`src/rtl/mem_bus_arbiter_if.sv`:
```
// Bus bundle for mem_bus_arbiter: icache read port, dcache read/write
// ports and the shared memory-side read/write channels.
// The slave modport is the arbiter's view; master is the environment
// (caches plus memory) driving the other side.
interface mem_bus_arbiter_if;
  // icache read port
  logic        i_arvalid;
  logic [31:0] i_araddr;
  logic [7:0]  i_arlen;
  logic        i_arready;
  logic        i_rvalid;
  logic [31:0] i_rdata;
  logic        i_rlast;
  logic        i_rready;
  // dcache read port
  logic        d_arvalid;
  logic [31:0] d_araddr;
  logic [7:0]  d_arlen;
  logic        d_arready;
  logic        d_rvalid;
  logic [31:0] d_rdata;
  logic        d_rlast;
  logic        d_rready;
  // dcache write port
  logic        d_awvalid;
  logic [31:0] d_awaddr;
  logic [7:0]  d_awlen;
  logic        d_awready;
  logic        d_wvalid;
  logic [31:0] d_wdata;
  logic [3:0]  d_wstrb;
  logic        d_wready;
  logic        d_bvalid;
  logic        d_bready;
  // memory read channels
  logic        m_arvalid;
  logic [31:0] m_araddr;
  logic [7:0]  m_arlen;
  logic        m_arready;
  logic        m_rvalid;
  logic [31:0] m_rdata;
  logic        m_rlast;
  logic        m_rready;
  // memory write channels
  logic        m_awvalid;
  logic [31:0] m_awaddr;
  logic [7:0]  m_awlen;
  logic        m_awready;
  logic        m_wvalid;
  logic [31:0] m_wdata;
  logic [3:0]  m_wstrb;
  logic        m_wlast;
  logic        m_wready;
  logic        m_bvalid;
  logic        m_bready;

  modport slave (
    input  i_arvalid, i_araddr, i_arlen, i_rready,
    input  d_arvalid, d_araddr, d_arlen, d_rready,
    input  d_awvalid, d_awaddr, d_awlen, d_wvalid, d_wdata, d_wstrb, d_bready,
    input  m_arready, m_rvalid, m_rdata, m_rlast,
    input  m_awready, m_wready, m_bvalid,
    output i_arready, i_rvalid, i_rdata, i_rlast,
    output d_arready, d_rvalid, d_rdata, d_rlast,
    output d_awready, d_wready, d_bvalid,
    output m_arvalid, m_araddr, m_arlen, m_rready,
    output m_awvalid, m_awaddr, m_awlen, m_wvalid, m_wdata, m_wstrb, m_wlast, m_bready
  );

  modport master (
    output i_arvalid, i_araddr, i_arlen, i_rready,
    output d_arvalid, d_araddr, d_arlen, d_rready,
    output d_awvalid, d_awaddr, d_awlen, d_wvalid, d_wdata, d_wstrb, d_bready,
    output m_arready, m_rvalid, m_rdata, m_rlast,
    output m_awready, m_wready, m_bvalid,
    input  i_arready, i_rvalid, i_rdata, i_rlast,
    input  d_arready, d_rvalid, d_rdata, d_rlast,
    input  d_awready, d_wready, d_bvalid,
    input  m_arvalid, m_araddr, m_arlen, m_rready,
    input  m_awvalid, m_awaddr, m_awlen, m_wvalid, m_wdata, m_wstrb, m_wlast, m_bready
  );
endinterface

```
`src/rtl/mem_bus_arbiter.sv`:
```
// Arbiter sharing one memory port between an icache (read only) and a
// dcache (read + write). Reads: one burst outstanding, alternating grant
// on ties. Writes: independent FSM running alongside the read FSM; a
// dcache read that hits the 16-byte line of an in-flight write is held
// back until the write response completes.
module mem_bus_arbiter (
  input logic              clk,
  input logic              rstn,
  mem_bus_arbiter_if.slave bus
);

  typedef enum logic [1:0] {
    R_IDLE = 2'd0,
    R_ADDR = 2'd1,
    R_DATA = 2'd2
  } rd_state_t;

  typedef enum logic [1:0] {
    W_IDLE = 2'd0,
    W_ADDR = 2'd1,
    W_DATA = 2'd2,
    W_RESP = 2'd3
  } wr_state_t;

  // read side state
  rd_state_t   r_rd_state;
  logic        r_gnt_i;      // 1: current burst belongs to icache
  logic        r_last_i;     // 1: last issued burst was icache
  logic [31:0] r_araddr;
  logic [7:0]  r_arlen;

  // write side state
  wr_state_t   r_wr_state;
  logic [31:0] r_awaddr;
  logic [7:0]  r_awlen;
  logic [7:0]  r_wcnt;

  // combinational helpers
  logic w_d_hazard;
  logic w_i_elig;
  logic w_d_elig;
  logic w_pick_i;
  logic w_m_rready;
  logic w_rd_beat;
  logic w_wr_beat;
  logic w_wlast;

  // Eligibility and grant choice: dcache reads hitting the pending write line are masked out.
  always_comb begin
    w_d_hazard = 1'b0;
    if (r_wr_state != W_IDLE) begin
      w_d_hazard = (bus.d_araddr[31:4] == r_awaddr[31:4]);
    end else begin
      w_d_hazard = 1'b0;
    end
    w_i_elig  = bus.i_arvalid;
    w_d_elig  = bus.d_arvalid & ~w_d_hazard;
    // On a tie give the grant to whoever did not get it last time.
    w_pick_i  = w_i_elig & (~w_d_elig | ~r_last_i);
    w_wlast   = (r_wcnt == r_awlen);
    w_wr_beat = (r_wr_state == W_DATA) & bus.d_wvalid & bus.m_wready;
    w_rd_beat = (r_rd_state == R_DATA) & bus.m_rvalid & w_m_rready;
  end

  // Read FSM: arbitrate in R_IDLE, issue address in R_ADDR, stream beats in R_DATA.
  always_ff @(posedge clk or negedge rstn) begin
    if (!rstn) begin
      r_rd_state <= R_IDLE;
      r_gnt_i    <= 1'b0;
      r_last_i   <= 1'b1;
      r_araddr   <= 32'h0000_0000;
      r_arlen    <= 8'h00;
    end else begin
      case (r_rd_state)
        R_IDLE: begin
          if (w_i_elig || w_d_elig) begin
            r_gnt_i    <= w_pick_i;
            r_araddr   <= w_pick_i ? bus.i_araddr : bus.d_araddr;
            r_arlen    <= w_pick_i ? bus.i_arlen  : bus.d_arlen;
            r_rd_state <= R_ADDR;
          end else begin
            r_rd_state <= R_IDLE;
          end
        end
        R_ADDR: begin
          if (bus.m_arready) begin
            r_last_i   <= r_gnt_i;
            r_rd_state <= R_DATA;
          end else begin
            r_rd_state <= R_ADDR;
          end
        end
        R_DATA: begin
          if (w_rd_beat && bus.m_rlast) begin
            r_rd_state <= R_IDLE;
          end else begin
            r_rd_state <= R_DATA;
          end
        end
        default: begin
          r_rd_state <= R_IDLE;
        end
      endcase
    end
  end

  // Read-side outputs: address from latched request, data routed only to the granted port.
  always_comb begin
    bus.m_arvalid = 1'b0;
    bus.m_araddr  = 32'h0000_0000;
    bus.m_arlen   = 8'h00;
    bus.i_arready = 1'b0;
    bus.d_arready = 1'b0;
    w_m_rready    = 1'b0;
    bus.i_rvalid  = 1'b0;
    bus.i_rdata   = 32'h0000_0000;
    bus.i_rlast   = 1'b0;
    bus.d_rvalid  = 1'b0;
    bus.d_rdata   = 32'h0000_0000;
    bus.d_rlast   = 1'b0;
    case (r_rd_state)
      R_ADDR: begin
        bus.m_arvalid = 1'b1;
        bus.m_araddr  = r_araddr;
        bus.m_arlen   = r_arlen;
        if (r_gnt_i) begin
          bus.i_arready = bus.m_arready;
        end else begin
          bus.d_arready = bus.m_arready;
        end
      end
      R_DATA: begin
        if (r_gnt_i) begin
          w_m_rready   = bus.i_rready;
          bus.i_rvalid = bus.m_rvalid;
          bus.i_rdata  = bus.m_rdata;
          bus.i_rlast  = bus.m_rlast;
        end else begin
          w_m_rready   = bus.d_rready;
          bus.d_rvalid = bus.m_rvalid;
          bus.d_rdata  = bus.m_rdata;
          bus.d_rlast  = bus.m_rlast;
        end
      end
      default: begin
        bus.m_arvalid = 1'b0;
      end
    endcase
    bus.m_rready = w_m_rready;
  end

  // Write FSM: latch request, issue address, count beats up to the latched length, await response.
  always_ff @(posedge clk or negedge rstn) begin
    if (!rstn) begin
      r_wr_state <= W_IDLE;
      r_awaddr   <= 32'h0000_0000;
      r_awlen    <= 8'h00;
      r_wcnt     <= 8'h00;
    end else begin
      case (r_wr_state)
        W_IDLE: begin
          if (bus.d_awvalid) begin
            r_awaddr   <= bus.d_awaddr;
            r_awlen    <= bus.d_awlen;
            r_wcnt     <= 8'h00;
            r_wr_state <= W_ADDR;
          end else begin
            r_wr_state <= W_IDLE;
          end
        end
        W_ADDR: begin
          if (bus.m_awready) begin
            r_wr_state <= W_DATA;
          end else begin
            r_wr_state <= W_ADDR;
          end
        end
        W_DATA: begin
          if (w_wr_beat && w_wlast) begin
            r_wr_state <= W_RESP;
          end else if (w_wr_beat) begin
            r_wcnt     <= r_wcnt + 8'd1;
          end else begin
            r_wr_state <= W_DATA;
          end
        end
        W_RESP: begin
          if (bus.m_bvalid && bus.d_bready) begin
            r_wr_state <= W_IDLE;
          end else begin
            r_wr_state <= W_RESP;
          end
        end
        default: begin
          r_wr_state <= W_IDLE;
        end
      endcase
    end
  end

  // Write-side outputs: pass-through only in the phase that owns each channel.
  always_comb begin
    bus.m_awvalid = 1'b0;
    bus.m_awaddr  = 32'h0000_0000;
    bus.m_awlen   = 8'h00;
    bus.d_awready = 1'b0;
    bus.m_wvalid  = 1'b0;
    bus.m_wdata   = 32'h0000_0000;
    bus.m_wstrb   = 4'h0;
    bus.m_wlast   = 1'b0;
    bus.d_wready  = 1'b0;
    bus.d_bvalid  = 1'b0;
    bus.m_bready  = 1'b0;
    case (r_wr_state)
      W_ADDR: begin
        bus.m_awvalid = 1'b1;
        bus.m_awaddr  = r_awaddr;
        bus.m_awlen   = r_awlen;
        bus.d_awready = bus.m_awready;
      end
      W_DATA: begin
        bus.m_wvalid = bus.d_wvalid;
        bus.m_wdata  = bus.d_wdata;
        bus.m_wstrb  = bus.d_wstrb;
        bus.m_wlast  = w_wlast;
        bus.d_wready = bus.m_wready;
      end
      W_RESP: begin
        bus.d_bvalid = bus.m_bvalid;
        bus.m_bready = bus.d_bready;
      end
      default: begin
        bus.m_awvalid = 1'b0;
      end
    endcase
  end

endmodule

```
`src/flat_wrapper.sv`:
```
// flat-port wrapper written by rule: the top's interface ports become plain ports
module mem_bus_arbiter_flat 
  (clk, rstn, bus_i_arvalid, bus_i_araddr, bus_i_arlen, bus_i_rready, bus_d_arvalid, bus_d_araddr, bus_d_arlen, bus_d_rready, bus_d_awvalid, bus_d_awaddr, bus_d_awlen, bus_d_wvalid, bus_d_wdata, bus_d_wstrb, bus_d_bready, bus_m_arready, bus_m_rvalid, bus_m_rdata, bus_m_rlast, bus_m_awready, bus_m_wready, bus_m_bvalid, bus_i_arready, bus_i_rvalid, bus_i_rdata, bus_i_rlast, bus_d_arready, bus_d_rvalid, bus_d_rdata, bus_d_rlast, bus_d_awready, bus_d_wready, bus_d_bvalid, bus_m_arvalid, bus_m_araddr, bus_m_arlen, bus_m_rready, bus_m_awvalid, bus_m_awaddr, bus_m_awlen, bus_m_wvalid, bus_m_wdata, bus_m_wstrb, bus_m_wlast, bus_m_bready);
  mem_bus_arbiter_if bus_i ();
  input logic clk;
  input logic rstn;
  input wire logic [$bits(bus_i.i_arvalid)-1:0] bus_i_arvalid;
  input wire logic [$bits(bus_i.i_araddr)-1:0] bus_i_araddr;
  input wire logic [$bits(bus_i.i_arlen)-1:0] bus_i_arlen;
  input wire logic [$bits(bus_i.i_rready)-1:0] bus_i_rready;
  input wire logic [$bits(bus_i.d_arvalid)-1:0] bus_d_arvalid;
  input wire logic [$bits(bus_i.d_araddr)-1:0] bus_d_araddr;
  input wire logic [$bits(bus_i.d_arlen)-1:0] bus_d_arlen;
  input wire logic [$bits(bus_i.d_rready)-1:0] bus_d_rready;
  input wire logic [$bits(bus_i.d_awvalid)-1:0] bus_d_awvalid;
  input wire logic [$bits(bus_i.d_awaddr)-1:0] bus_d_awaddr;
  input wire logic [$bits(bus_i.d_awlen)-1:0] bus_d_awlen;
  input wire logic [$bits(bus_i.d_wvalid)-1:0] bus_d_wvalid;
  input wire logic [$bits(bus_i.d_wdata)-1:0] bus_d_wdata;
  input wire logic [$bits(bus_i.d_wstrb)-1:0] bus_d_wstrb;
  input wire logic [$bits(bus_i.d_bready)-1:0] bus_d_bready;
  input wire logic [$bits(bus_i.m_arready)-1:0] bus_m_arready;
  input wire logic [$bits(bus_i.m_rvalid)-1:0] bus_m_rvalid;
  input wire logic [$bits(bus_i.m_rdata)-1:0] bus_m_rdata;
  input wire logic [$bits(bus_i.m_rlast)-1:0] bus_m_rlast;
  input wire logic [$bits(bus_i.m_awready)-1:0] bus_m_awready;
  input wire logic [$bits(bus_i.m_wready)-1:0] bus_m_wready;
  input wire logic [$bits(bus_i.m_bvalid)-1:0] bus_m_bvalid;
  output wire logic [$bits(bus_i.i_arready)-1:0] bus_i_arready;
  output wire logic [$bits(bus_i.i_rvalid)-1:0] bus_i_rvalid;
  output wire logic [$bits(bus_i.i_rdata)-1:0] bus_i_rdata;
  output wire logic [$bits(bus_i.i_rlast)-1:0] bus_i_rlast;
  output wire logic [$bits(bus_i.d_arready)-1:0] bus_d_arready;
  output wire logic [$bits(bus_i.d_rvalid)-1:0] bus_d_rvalid;
  output wire logic [$bits(bus_i.d_rdata)-1:0] bus_d_rdata;
  output wire logic [$bits(bus_i.d_rlast)-1:0] bus_d_rlast;
  output wire logic [$bits(bus_i.d_awready)-1:0] bus_d_awready;
  output wire logic [$bits(bus_i.d_wready)-1:0] bus_d_wready;
  output wire logic [$bits(bus_i.d_bvalid)-1:0] bus_d_bvalid;
  output wire logic [$bits(bus_i.m_arvalid)-1:0] bus_m_arvalid;
  output wire logic [$bits(bus_i.m_araddr)-1:0] bus_m_araddr;
  output wire logic [$bits(bus_i.m_arlen)-1:0] bus_m_arlen;
  output wire logic [$bits(bus_i.m_rready)-1:0] bus_m_rready;
  output wire logic [$bits(bus_i.m_awvalid)-1:0] bus_m_awvalid;
  output wire logic [$bits(bus_i.m_awaddr)-1:0] bus_m_awaddr;
  output wire logic [$bits(bus_i.m_awlen)-1:0] bus_m_awlen;
  output wire logic [$bits(bus_i.m_wvalid)-1:0] bus_m_wvalid;
  output wire logic [$bits(bus_i.m_wdata)-1:0] bus_m_wdata;
  output wire logic [$bits(bus_i.m_wstrb)-1:0] bus_m_wstrb;
  output wire logic [$bits(bus_i.m_wlast)-1:0] bus_m_wlast;
  output wire logic [$bits(bus_i.m_bready)-1:0] bus_m_bready;
  assign bus_i.i_arvalid = bus_i_arvalid;
  assign bus_i.i_araddr = bus_i_araddr;
  assign bus_i.i_arlen = bus_i_arlen;
  assign bus_i.i_rready = bus_i_rready;
  assign bus_i.d_arvalid = bus_d_arvalid;
  assign bus_i.d_araddr = bus_d_araddr;
  assign bus_i.d_arlen = bus_d_arlen;
  assign bus_i.d_rready = bus_d_rready;
  assign bus_i.d_awvalid = bus_d_awvalid;
  assign bus_i.d_awaddr = bus_d_awaddr;
  assign bus_i.d_awlen = bus_d_awlen;
  assign bus_i.d_wvalid = bus_d_wvalid;
  assign bus_i.d_wdata = bus_d_wdata;
  assign bus_i.d_wstrb = bus_d_wstrb;
  assign bus_i.d_bready = bus_d_bready;
  assign bus_i.m_arready = bus_m_arready;
  assign bus_i.m_rvalid = bus_m_rvalid;
  assign bus_i.m_rdata = bus_m_rdata;
  assign bus_i.m_rlast = bus_m_rlast;
  assign bus_i.m_awready = bus_m_awready;
  assign bus_i.m_wready = bus_m_wready;
  assign bus_i.m_bvalid = bus_m_bvalid;
  assign bus_i_arready = bus_i.i_arready;
  assign bus_i_rvalid = bus_i.i_rvalid;
  assign bus_i_rdata = bus_i.i_rdata;
  assign bus_i_rlast = bus_i.i_rlast;
  assign bus_d_arready = bus_i.d_arready;
  assign bus_d_rvalid = bus_i.d_rvalid;
  assign bus_d_rdata = bus_i.d_rdata;
  assign bus_d_rlast = bus_i.d_rlast;
  assign bus_d_awready = bus_i.d_awready;
  assign bus_d_wready = bus_i.d_wready;
  assign bus_d_bvalid = bus_i.d_bvalid;
  assign bus_m_arvalid = bus_i.m_arvalid;
  assign bus_m_araddr = bus_i.m_araddr;
  assign bus_m_arlen = bus_i.m_arlen;
  assign bus_m_rready = bus_i.m_rready;
  assign bus_m_awvalid = bus_i.m_awvalid;
  assign bus_m_awaddr = bus_i.m_awaddr;
  assign bus_m_awlen = bus_i.m_awlen;
  assign bus_m_wvalid = bus_i.m_wvalid;
  assign bus_m_wdata = bus_i.m_wdata;
  assign bus_m_wstrb = bus_i.m_wstrb;
  assign bus_m_wlast = bus_i.m_wlast;
  assign bus_m_bready = bus_i.m_bready;
  mem_bus_arbiter u_core (.clk(clk), .rstn(rstn), .bus(bus_i));
endmodule
```
`config.mk`:
```
export PLATFORM = sky130hd
export DESIGN_NAME = mem_bus_arbiter_flat
export DESIGN_NICKNAME = d
export VERILOG_FILES = /design/src/rtl/mem_bus_arbiter_if.sv /design/src/rtl/mem_bus_arbiter.sv /design/src/flat_wrapper.sv
export SDC_FILE = /design/constraint.sdc
export NUM_CORES = 1
export LEC_CHECK = 0
export BUFFER_PORTS_ARGS = -buffer_cell sky130_fd_sc_hd__buf_2
export CORE_AREA = 5 5 151 153
export DETAILED_ROUTE_END_ITERATION = 10
export DIE_AREA = 0 0 156 158
export PLACE_DENSITY = 0.61
export SYNTH_ARGS = -nofsm -noshare
export SYNTH_HDL_FRONTEND = slang
export SYNTH_SLANG_ARGS = --single-unit
```
`constraint.sdc`:
```
create_clock -name clk -period 1.8 [get_ports clk]
set_input_delay 0.27 -clock clk [delete_from_list [all_inputs] [get_ports clk]]
set_output_delay 0.27 -clock clk [all_outputs]
set_load 0.01 [all_outputs]
```
==> run_results.csv <==
group,metric,value,unit
status,run_status,"finished, violations left",
status,violations,"setup timing",
finish,drive_gt1_share,58.7,%
synth,post_synth_instance_area,5740,um^2
power,clock_power_share,11.7,%
timing,timing.clock.skew,13.4,ps
setup_path,critPathTopFamily,"buffers and inverters",
global_routing,gr-total-overflow,0,
setup_path,critical_path_required,2020,ps
synth,post_synth_num_cell_types,33,
timing,postLayoutSetupSlackWorst,-425,ps
timing,slew_viol_final,0,
synth,top_reg_cell_synth,"sky130_fd_sc_hd__dfrtp_1",
synth,postSynthCellCount,724,
synth,synthTopCellsByCount,"sky130_fd_sc_hd__and2_1 (148), sky130_fd_sc_hd__nand2_1 (131), sky130_fd_sc_hd__inv_1 (123)",
flow_run,timing.max_cap.violations,0,
global_routing,antenna_violations_before_repair,3,
route,route.layer.met1.wl,12.7,mm
setup_path,standard_cell_with_the_maximum_stage_delay_on_the_critical_path,"sky130_fd_sc_hd__dfrtp_1",
route,drtIter0Drc,686,
timing,timing.final.hold_violations,0,
route,route.vias.total,7088,
finish,finalNetCount,1435,
timing,share_of_the_clock_period_used_by_the_worst_path,124,%
finish,fin_cells,1517,
global_routing,grt_usage,20.1,%
finish,postLayoutCoreUtil,52.4,%
floorplan,die-area,24600,um^2
route,route.detailed.vias_per_inst,4.67,
timing,max_clock_freq,0.449,GHz
route,antenna_left,0,
floorplan,floorplan.die.width,156,um
placed_design,place_worst_setup_slack,-636,ps
synth,yosysWarnings,0,
synth,number_of_flops_mapped_to_enable_cells_by_yosys,0,
route,drcViolationCount,0,
finish,nFillCells,1993,
route,route.detailed.wl_per_inst,19.6,um
setup_path,crit_path_cell_trace,"xor2_1 > nor4_2 > buf_4 > nand4_1 > o21a_1 > buf_4 > o21ai_4 > buf_12 > clkbuf_16 > a222oi_1",
floorplan,fp.dieH,158,um
setup_path,critPathMaxStageDelay,400,ps
power,report.power.total,16.8,mW
timing,setup_total_negative_slack,-29800,ps
clock_network,clock_pin_slew_of_the_registers_on_the_worst_case_setup_and_hold_paths,80,ps
synth,seq_area_frac_synth,41.0,%
synth,syn-mean-instance-area,7.92,um^2
synth,ys_top_cells_by_area,"sky130_fd_sc_hd__dfrtp_1 (41%), sky130_fd_sc_hd__and2_1 (16%), sky130_fd_sc_hd__nand2_1 (8.6%), sky130_fd_sc_hd__inv_1 (8.0%), sky130_fd_sc_hd__a222oi_1 (7.0%)",
finish,final_design_area_no_fill,11200,um^2
clock_network,root_buffer,"sky130_fd_sc_hd__clkbuf_16",
min_path,worstHoldPathType,"input port to flip-flop",
floorplan,start_util,26.8,%
power,pwr-share-comb,66.8,%
timing,finalCriticalPeriod,2230,ps
global_routing,first_pass_grt_wire_length,38.5,mm
clock_network,clock-sinks,94,
placed_design,port_buffers,397,
timing,setup_repair_after_global_routing_missed_its_margin,"true",
setup_path,wp_buf_inv,4,
setup_path,worst-setup-path-type,"flip-flop to flip-flop",
clock_network,cts_buffer_depth,2,
power,worst_ir_drop_vdd,0.571,mV
power,power_density,1500,nW/um^2
placed_design,place_congestion,0.866,
global_routing,grt_pass1_vias,6577,
route,route.met2.wl,14.3,mm
route,postRouteWirelength,29.8,mm
clock_network,tritoncts,"yes",
setup_path,path_common_cell,"sky130_fd_sc_hd__buf_4",
route,maxUsedRoutingLayer,"met5",
setup_path,crit_path_end_kind,"flip-flop",
power,total_switching_power,6.73,mW
power,power.share.switching,40.1,%
synth,synth_async_sr_flop_share,100,%
placed_design,placed_cells_incl_taps,1438,
placed_design,dpl.hpwl,19.3,mm
floorplan,top_level_port_count,398,
floorplan,floorplan.rows,54,
floorplan,floorplan.core_area,21400,um^2
global_routing,grt_max_degree,52,
setup_path,cp_max_fo,8,
synth,synth.ff_latch_count,94,
synth,synth_most_common_cell,"sky130_fd_sc_hd__and2_1",
power,power.static_leakage,6.38,nW
timing,worst_hold_slack,105,ps
power,cell_internal_power,10.1,mW
setup_path,critPathLaunchType,"flip-flop",
timing,worst_slew_margin_rel,69.2,%
synth,yosysTopAreaCell,"sky130_fd_sc_hd__dfrtp_1",
route,detailroute.wirelength.met3,2.27,mm
power,sequentialPowerShare,21.5,%
clock_network,tritoncts.num_buffers,9,
placed_design,post_dp_cell_area,8630,um^2
clock_network,h_tree_lvl_count,3,
setup_path,cp.arrival,2450,ps
synth,yosysTopAreaCellShare,40.6,%
timing,final-setup-viol-count,195,
finish,area_delta_synth_final,95.8,%
clock_network,clk-insertion-delay-late,350,ps
route,dr.pass1.iters,8,
timing,timing_worst_slew_pin_value,462,ps
synth,syn_nets,928,
[cell usage in the layout (no fill, tap or decap), types with 2 or more instances in the layout]
| cell type | count |
|---|---|
| sky130_fd_sc_hd__nor3_1 | 2 |
| sky130_fd_sc_hd__o41ai_2 | 2 |
| sky130_fd_sc_hd__nor2_2 | 7 |
| sky130_fd_sc_hd__o21ai_2 | 2 |
| sky130_fd_sc_hd__buf_2 | 258 |
| sky130_fd_sc_hd__and3_1 | 2 |
| sky130_fd_sc_hd__buf_6 | 172 |
| sky130_fd_sc_hd__clkbuf_16 | 18 |
| sky130_fd_sc_hd__a222oi_1 | 40 |
| sky130_fd_sc_hd__buf_12 | 14 |
| sky130_fd_sc_hd__nor2_4 | 3 |
| sky130_fd_sc_hd__nand3_1 | 2 |
| sky130_fd_sc_hd__inv_8 | 2 |
| sky130_fd_sc_hd__nor4_1 | 6 |
| sky130_fd_sc_hd__dfrtp_1 | 92 |
| sky130_fd_sc_hd__nor2b_4 | 2 |
| sky130_fd_sc_hd__nor2_1 | 40 |
| sky130_fd_sc_hd__inv_6 | 2 |
| sky130_fd_sc_hd__o311ai_4 | 2 |
| sky130_fd_sc_hd__a21o_1 | 3 |
| sky130_fd_sc_hd__o31a_1 | 2 |
| sky130_fd_sc_hd__nand4_1 | 4 |
| sky130_fd_sc_hd__buf_4 | 77 |
| sky130_fd_sc_hd__and2_1 | 14 |
| sky130_fd_sc_hd__and2_4 | 133 |
| sky130_fd_sc_hd__inv_1 | 122 |
| sky130_fd_sc_hd__o21a_1 | 7 |
| sky130_fd_sc_hd__nand2b_1 | 4 |
| sky130_fd_sc_hd__xor2_1 | 35 |
| sky130_fd_sc_hd__nor4_2 | 3 |
| sky130_fd_sc_hd__buf_16 | 3 |
| sky130_fd_sc_hd__nand2_1 | 129 |
| sky130_fd_sc_hd__and3_4 | 2 |
| sky130_fd_sc_hd__buf_8 | 5 |
| sky130_fd_sc_hd__o21ai_0 | 2 |
[power by group through the flow]
stage	sequential (mW)	clock [mW]	combinational, mW
2_1_floorplan	3.53	0	3.80
3_3_place_gp	3.58	0	7.10
3_5_place_dp	3.62	0	7.14
4_1_cts	3.60	2.02	9.10
5_1_grt	3.71	2.12	11.9
6_report	3.61	1.96	11.2
[worst register-to-register path: cells and delay by family (launching register included)]
family,cells,cell delay [ps]
AOI/OAI and AO/OA,3,470
xor gates and xnor gates,1,160
buffers and inverters,4,660
DFF,1,400
and+or+nand+nor,2,420
[path summary, 6_finish.rpt]
path	from	endpoint	slack (ps)	cells after the start
worst max-delay path	u_core.r_awaddr[13]	u_core.r_arlen[1]	-430	10
worst min-delay path	bus_d_awaddr[28]	u_core.r_awaddr[28]	110	3
worst max register to register	u_core.r_awaddr[13]	u_core.r_arlen[1]	-430	10
worst min register to register	u_core.r_awaddr[3]	u_core.r_awaddr[3]	490	2
max in group asynchronous	rstn	u_core.r_last_i	980	3
min in group asynchronous	rstn	u_core.r_awaddr[1]	280	2
[registers in the layout, summed over array words and instances, names as in the netlist]
name and count:
u_core.r_araddr 32, u_core.r_awaddr 32, u_core.r_arlen 8, u_core.r_awlen 8, u_core.r_wcnt 8, u_core.r_rd_state 2
u_core.r_wr_state 2, u_core.r_gnt_i 1, u_core.r_last_i 1
[cell type report]
type / count / area, um^2 / share of cell area [%]
clock inverters: 7 / 72.6 / 0.646
well taps: 280 / 350 / 3.12
inverters: 123 / 462 / 4.11
repair buffers: 539 / 4480 / 39.9
clock buffers: 9 / 225 / 2.01
flip-flops and latches: 94 / 2350 / 21.0
diodes: 1 / 2.50 / 0.0223
multi-input cells: 464 / 3290 / 29.3
[per-layer routing]
layer  up-vias  GRT usage, %
li1       3301             -
met1      3395          29.4
met2       350          30.9
met3        40          3.72
met4         2          4.54
met5         -             0
[logic make-up after synthesis]
family | after synthesis | share of synthesized area, %
compound gates | 65 | 10.2
xor+xnor | 36 | 5.50
fa+ha+maj | 1 | 0.218
buf+inv | 166 | 11.4
flops | 94 | 41.0
mux | 2 | 0.371
simple gates | 360 | 31.3
[timing repair]
item | in CTS | in global routing
setup buffers | 26 | 13
endpoints found under the hold margin | 93 | 0
setup endpoints to repair | 227 | 218
hold buffers | 1 | 0
gates resized for setup | 157 | 239
gates cloned | 14 | 16
pin swaps | 63 | 106
Note: power is estimated with default switching activity, not from simulation.
